<file path="config.mk">
export PLATFORM = sky130hd
export DESIGN_NAME = alu_design
export DESIGN_NICKNAME = d
export VERILOG_FILES = /design/src/rtl/alu_design.sv
export SDC_FILE = /design/constraint.sdc
export NUM_CORES = 1
export LEC_CHECK = 0
export ABC_AREA = 1
export ABC_CLOCK_PERIOD_IN_PS = 800
export CAP_MARGIN = 20
export CORE_MARGIN = 1.5
export CORE_UTILIZATION = 54
export CTS_BUF_LIST = sky130_fd_sc_hd__clkbuf_8
export DETAILED_ROUTE_END_ITERATION = 8
export PLACE_DENSITY = 0.8
export SLEW_MARGIN = 0
export SYNTH_ARGS = -nofsm -noshare
export SYNTH_HDL_FRONTEND = slang
export SYNTH_SLANG_ARGS = --single-unit
</file>
<file path="constraint.sdc">
create_clock -name clk -period 0.8 [get_ports clk]
set_input_delay 0.08 -clock clk [delete_from_list [all_inputs] [get_ports clk]]
set_output_delay 0.08 -clock clk [all_outputs]
set_load 0.05 [all_outputs]
</file>
<file path="src/rtl/alu_design.sv">
// Registered DATA_WIDTH-bit, 8-operation ALU with carry/zero/overflow flags and one cycle of latency.
// Optional build macro ALU_SAT_EN: ADD/SUB saturate on signed overflow instead of wrapping.
module alu_design #(
  parameter int DATA_WIDTH = 16
) (
  input  logic                  clk,
  input  logic                  reset,
  input  logic [DATA_WIDTH-1:0] a,
  input  logic [DATA_WIDTH-1:0] b,
  input  logic [2:0]            sel,
  input  logic                  in_valid,
  output logic [DATA_WIDTH-1:0] out,
  output logic                  out_valid,
  output logic                  carry,
  output logic                  zero,
  output logic                  ovf
);

  localparam int W = DATA_WIDTH;

  typedef enum logic [2:0] {
    OP_ADD = 3'b000,
    OP_SUB = 3'b001,
    OP_AND = 3'b010,
    OP_OR  = 3'b011,
    OP_XOR = 3'b100,
    OP_NOT = 3'b101,
    OP_SHL = 3'b110,
    OP_SHR = 3'b111
  } op_e;

  op_e          w_op;
  logic [3:0]   w_shamt;
  logic [W:0]   w_sum;
  logic [W:0]   w_diff;
  logic [W:0]   w_shl;
  logic [W:0]   w_shr;
  logic         w_add_ovf;
  logic         w_sub_ovf;
  logic [W-1:0] w_res;
  logic         w_carry;
  logic         w_ovf;

  logic [W-1:0] r_out;
  logic         r_valid;
  logic         r_carry;
  logic         r_zero;
  logic         r_ovf;

  assign w_op    = op_e'(sel);
  assign w_shamt = b[3:0];

  // Bit W of the widened sum is the carry; bit W of the widened difference is the borrow.
  assign w_sum  = {1'b0, a} + {1'b0, b};
  assign w_diff = {1'b0, a} - {1'b0, b};

  // The extra guard bit catches the last bit shifted out; it stays 0 for a zero shift.
  assign w_shl = {1'b0, a} << w_shamt;
  assign w_shr = {a, 1'b0} >> w_shamt;

  assign w_add_ovf = (a[W-1] == b[W-1]) && (w_sum[W-1]  != a[W-1]);
  assign w_sub_ovf = (a[W-1] != b[W-1]) && (w_diff[W-1] != a[W-1]);

`ifdef ALU_SAT_EN
  // A wrapped result with its sign bit set means the true result was positive, and vice versa.
  function automatic logic [W-1:0] saturate(input logic [W-1:0] res, input logic overflow);
    if (!overflow)
      saturate = res;
    else if (res[W-1])
      saturate = {1'b0, {(W-1){1'b1}}};
    else
      saturate = {1'b1, {(W-1){1'b0}}};
  endfunction
`else
  function automatic logic [W-1:0] saturate(input logic [W-1:0] res, input logic overflow);
    saturate = overflow ? res : res;
  endfunction
`endif

  // NOTE: every signal written here gets a default first, so no path leaves it unassigned and no latch is inferred.
  always_comb begin
    w_res   = '0;
    w_carry = 1'b0;
    w_ovf   = 1'b0;
    case (w_op)
      OP_ADD: begin
        w_res   = saturate(w_sum[W-1:0], w_add_ovf);
        w_carry = w_sum[W];
        w_ovf   = w_add_ovf;
      end
      OP_SUB: begin
        w_res   = saturate(w_diff[W-1:0], w_sub_ovf);
        w_carry = w_diff[W];
        w_ovf   = w_sub_ovf;
      end
      OP_AND: w_res = a & b;
      OP_OR:  w_res = a | b;
      OP_XOR: w_res = a ^ b;
      OP_NOT: w_res = ~a;
      OP_SHL: begin
        w_res   = w_shl[W-1:0];
        w_carry = w_shl[W];
      end
      OP_SHR: begin
        w_res   = w_shr[W:1];
        w_carry = w_shr[0];
      end
    endcase
  end

  // NOTE: sequential state uses non-blocking assignments so every register samples pre-edge values.
  always_ff @(posedge clk or negedge reset) begin
    if (!reset) begin
      r_out   <= '0;
      r_valid <= 1'b0;
      r_carry <= 1'b0;
      r_zero  <= 1'b0;
      r_ovf   <= 1'b0;
    end else begin
      r_valid <= in_valid;
      if (in_valid) begin
        r_out   <= w_res;
        r_carry <= w_carry;
        r_zero  <= (w_res == '0);
        r_ovf   <= w_ovf;
      end
    end
  end

  assign out       = r_out;
  assign out_valid = r_valid;
  assign carry     = r_carry;
  assign zero      = r_zero;
  assign ovf       = r_ovf;

endmodule

</file>
==> results_dict.tcl, run 1 <==
set metrics [dict create \
    synthMostInstantiatedCell "nand2_1" \
    syn_area_um2 5104 \
    hpwl_mm 18.60 \
    die_x_um 100.2 \
    stop_stage "4_1_cts" \
    clk_path_buf_depth 2 \
    yosysWarnings 0 \
    synth-seq-area-share_pct 9.806 \
    cts_root_buf "clkbuf_8" \
    yosys.area.top_type "nand2_1" \
    htreeDepth 1 \
    start_util_pct 55.50 \
    cts-buffers-inserted 3 \
    synth_edf_count 0 \
    cts_resized 545 \
    synth.ff_latch_count 20 \
    synth_common_cells "nand2_1, nand3_1, nor2_1" \
    synthTopCellsByArea "nand2_1, nand3_1, ha_1" \
    synth_top_area_share_pct 22.14 \
    place.gp.congestion 1.077 \
    cts_setup_buffers 57 \
    cts.sinks 20 \
    cts_hold_buf 0 \
    synth_flop_cell "dfrtp_1" \
    num_rows 35 \
    synth_cell_types 40 \
    io_pins 58 \
    stop_error "[ERROR DPL-0038] Utilization greater than 100%, impossible to legalize" \
    postSynthAreaPerCell_um2 5.458 \
    status "did not finish" \
    syn_inst 935 \
    syn_nets 1024 \
    die_h_um 100.2 \
    io_buffers 57 \
    placed_cell_area_um2 7596 \
    synthArstFlopShare_pct 100.0 \
    place_inst 1288 \
]
==> metrics by stage <==
step / setup slack [ns] / utilization [%] / hold slack [ns]
floorplan: -0.9413 / - / -0.2156
global placement: -1.767 / 82.60 / 0.4326
detailed placement: -1.851 / 82.60 / 0.4391
==> kinds of logic after synthesis <==
| kind of cell | share of synthesized area (%) |
|---|---|
| buffers and inverters | 12.87 |
| and+or+nand+nor | 53.54 |
| DFF | 9.806 |
| AOI/OAI and AO/OA | 10.47 |
| adders and majority gates | 12.80 |
| xor gates and xnor gates | 0.5149 |
==> run 2, diff against run 1 <==
--- a/config.mk
+++ b/config.mk
@@ -9,10 +9,9 @@
 export ABC_CLOCK_PERIOD_IN_PS = 800
 export CAP_MARGIN = 20
 export CORE_MARGIN = 1.5
-export CORE_UTILIZATION = 54
-export CTS_BUF_LIST = sky130_fd_sc_hd__clkbuf_8
+export CORE_UTILIZATION = 39
 export DETAILED_ROUTE_END_ITERATION = 8
-export PLACE_DENSITY = 0.8
+export PLACE_DENSITY_LB_ADDON = 0.15
 export SLEW_MARGIN = 0
 export SYNTH_ARGS = -nofsm -noshare
 export SYNTH_HDL_FRONTEND = slang
==> run 2 against run 1 <==
Effect of this change: the flow now finishes, with violations (negative setup slack); synthesized area stayed put; synthesized cell count is the same.
==> results_dict.tcl, run 2 <==
set metrics [dict create \
    final_common_cell "buf_4" \
    drv_cap 0 \
    hold_violations 0 \
    area_growth_pct 93.14 \
    place.gp.congestion 1.034 \
    ir_drop_uv 888.5 \
    status "finished with violations" \
    failed_checks "negative setup slack" \
    cts-buffers-inserted 3 \
    seq_area_um2 500.5 \
    wirelength_mm 26.03 \
    grt.total_usage_pct 33.52 \
    cts_root_buf "clkbuf_16" \
    layout_common_cells "buf_4, nand2_1, nand3_1, nor2_1, nand2_2" \
    syn_inst 935 \
    synth_cell_types 40 \
    synth_common_cells "nand2_1, nand3_1, nor2_1" \
    fin_skew_ns 0 \
    critical_path.top_delay_family "simple AND/OR/NAND/NOR gates" \
    startpoint_type "input pin" \
    cts.sinks 20 \
    vias_per_cell 5.471 \
    synth_flop_cell "dfrtp_1" \
    placed_cell_area_um2 7812 \
    setup_viol 39 \
    wire_per_inst_um 18.33 \
    io_buffers 57 \
    synthTopCellsByArea "nand2_1, nand3_1, ha_1" \
    fin_tns_setup_ns -17.18 \
    fillCellCount 901 \
    core_um2 12670 \
    required_ns 0.99 \
    synthArstFlopShare_pct 100.0 \
    synth_top_area_share_pct 22.14 \
    overflow 0 \
    post-place-ws_ns -1.851 \
    yosys.area.top_type "nand2_1" \
    holdWs_ns 0.1710 \
    drt_pass1_iterations 5 \
    crit_buf_inv 4 \
    clk_path_buf_depth 2 \
    final_area_um2 9857 \
    max-slew-margin-rel_pct 72.11 \
    end_kind "register" \
    drive_gt1_share_pct 53.77 \
    finalCritPeriodShare_pct 233.2 \
    hpwl_mm 18.62 \
    start_util_pct 40.28 \
    path_cells "buf_6 > inv_2 > ha_4 > buf_4 > nand2_1 > nand3_4 > nand4_1 > buf_4 > nand3_1 > nand2_1 > nand2_1 > nand3_2 > nor2_1 > nand2_1 > nor2_2 > nand3_1 > nand2_1" \
    max_stage_delay_ns 0.32 \
    grt_max_degree 37 \
    min_path_type "in2async" \
    synth_edf_count 0 \
    synth.ff_latch_count 20 \
    crit_path_frequent_cell "nand2_1" \
    arrival_ns 2.06 \
    drt_iter0_markers 770 \
    yosysWarnings 0 \
    grt_pass1_vias 7081 \
    postLayoutSetupSlackWorst_ns -1.066 \
    fin_nets 1338 \
    postSynthAreaPerCell_um2 5.458 \
    die_x_um 117.4 \
    fp.dieArea_um2 13780 \
    antenna_cells 0 \
    num_vias 7769 \
    fmax_ghz 0.5360 \
    num_rows 41 \
    slew_viol_final 0 \
    antenna_left 0 \
    io_pins 58 \
    cts_tree "yes" \
    syn_nets 1024 \
    synthMostInstantiatedCell "nand2_1" \
    cts_hold_buf 0 \
    worst_path_max_delay_cell "ha_4" \
    clk_latency_ns 0.25 \
    postLayoutCoreUtil_pct 77.79 \
    worstPathMaxFanout 7 \
    cellPowerDensity_nw_per_um2 1056 \
    critPathKind "in2reg" \
    grt_pass1_wl_mm 36.56 \
    drc 0 \
    syn_area_um2 5104 \
    htreeDepth 1 \
    multiInputGateArea_um2 5333 \
    period_needed_ns 1.866 \
    antenna_found_initial 0 \
    rsz0062_at_grt "yes" \
    worst_pin_slew_ns 0.4183 \
    synth-seq-area-share_pct 9.806 \
    die_h_um 117.4 \
    leakage_nw 4.848 \
    cts.clk_slew.worst_paths_ns 0.06 \
    largest_register_ffs 16 \
]
==> run 2: logic make-up (layout without fill, tap and decap cells) <==
logic type,after synthesis,after routing,share of synthesized area [%]
compound gates,99,99,10.47
simple gates,619,619,53.54
flops,20,20,9.806
xor+xnor,3,3,0.5149
buf+inv,143,456,12.87
fa+ha+maj,51,51,12.80
==> run 2: cell type report <==
cell class,instances,area share [%]
clock buffers,3,0.7616
clock inverters,1,0.3046
inverters,104,4.697
multi-input cells,772,54.10
flip-flops and latches,20,5.077
well taps,172,2.183
repair buffers,348,32.88
==> run 2: metal layers <==
layer / part of all wire, % / vias up / track usage, % / wire (µm)
met3: 8.4 / 98 / 5.253 / 2194
met4: 5.1 / 0 / 13.43 / 1328
met5: 0 / - / 0 / 0
met2: 47 / 394 / 54.49 / 12130
li1: - / 3657 / - / -
met1: 40 / 3620 / 44.27 / 10380
==> run 2: final timing paths <==
kind | from | end | slack (ns) | depth (start not counted)
max | b[3] | zero$_DFFE_PN0P_ | -1.07 | 17
min | reset | out[8]$_DFFE_PN0P_ | 0.17 | 2
max reg2reg | out[11]$_DFFE_PN0P_ | out[11]$_DFFE_PN0P_ | -0.04 | 3
min reg2reg | out[6]$_DFFE_PN0P_ | out[6]$_DFFE_PN0P_ | 0.55 | 2
max in group asynchronous | reset | out[15]$_DFFE_PN0P_ | 0.49 | 2
min in group clk | a[15] | ovf$_DFFE_PN0P_ | 0.48 | 5
==> run 2: where the power goes <==
part	internal, W	switching, W
sequential	0.00115	0.000156
combinational	0.00357	0.00415
clock	0.000993	0.000394
total	0.00572	0.00470
==> run 2: timing repair <==
item	in CTS	in global routing
buffers inserted	30	25
gates cloned	0	2
setup endpoints to repair	39	39
pin swaps	87	124
resized for setup	275	302
==> run 2: stage by stage <==
stage | instances | total power, W
global route | 1420 | 0.01089
detailed placement | 1366 | 0.007052
global placement | 1366 | 0.007014
finish | 1420 | 0.01041
floorplan | 935 | 0.004065
CTS | 1400 | 0.009216
No activity file was read; power rests on OpenSTA's default activity.
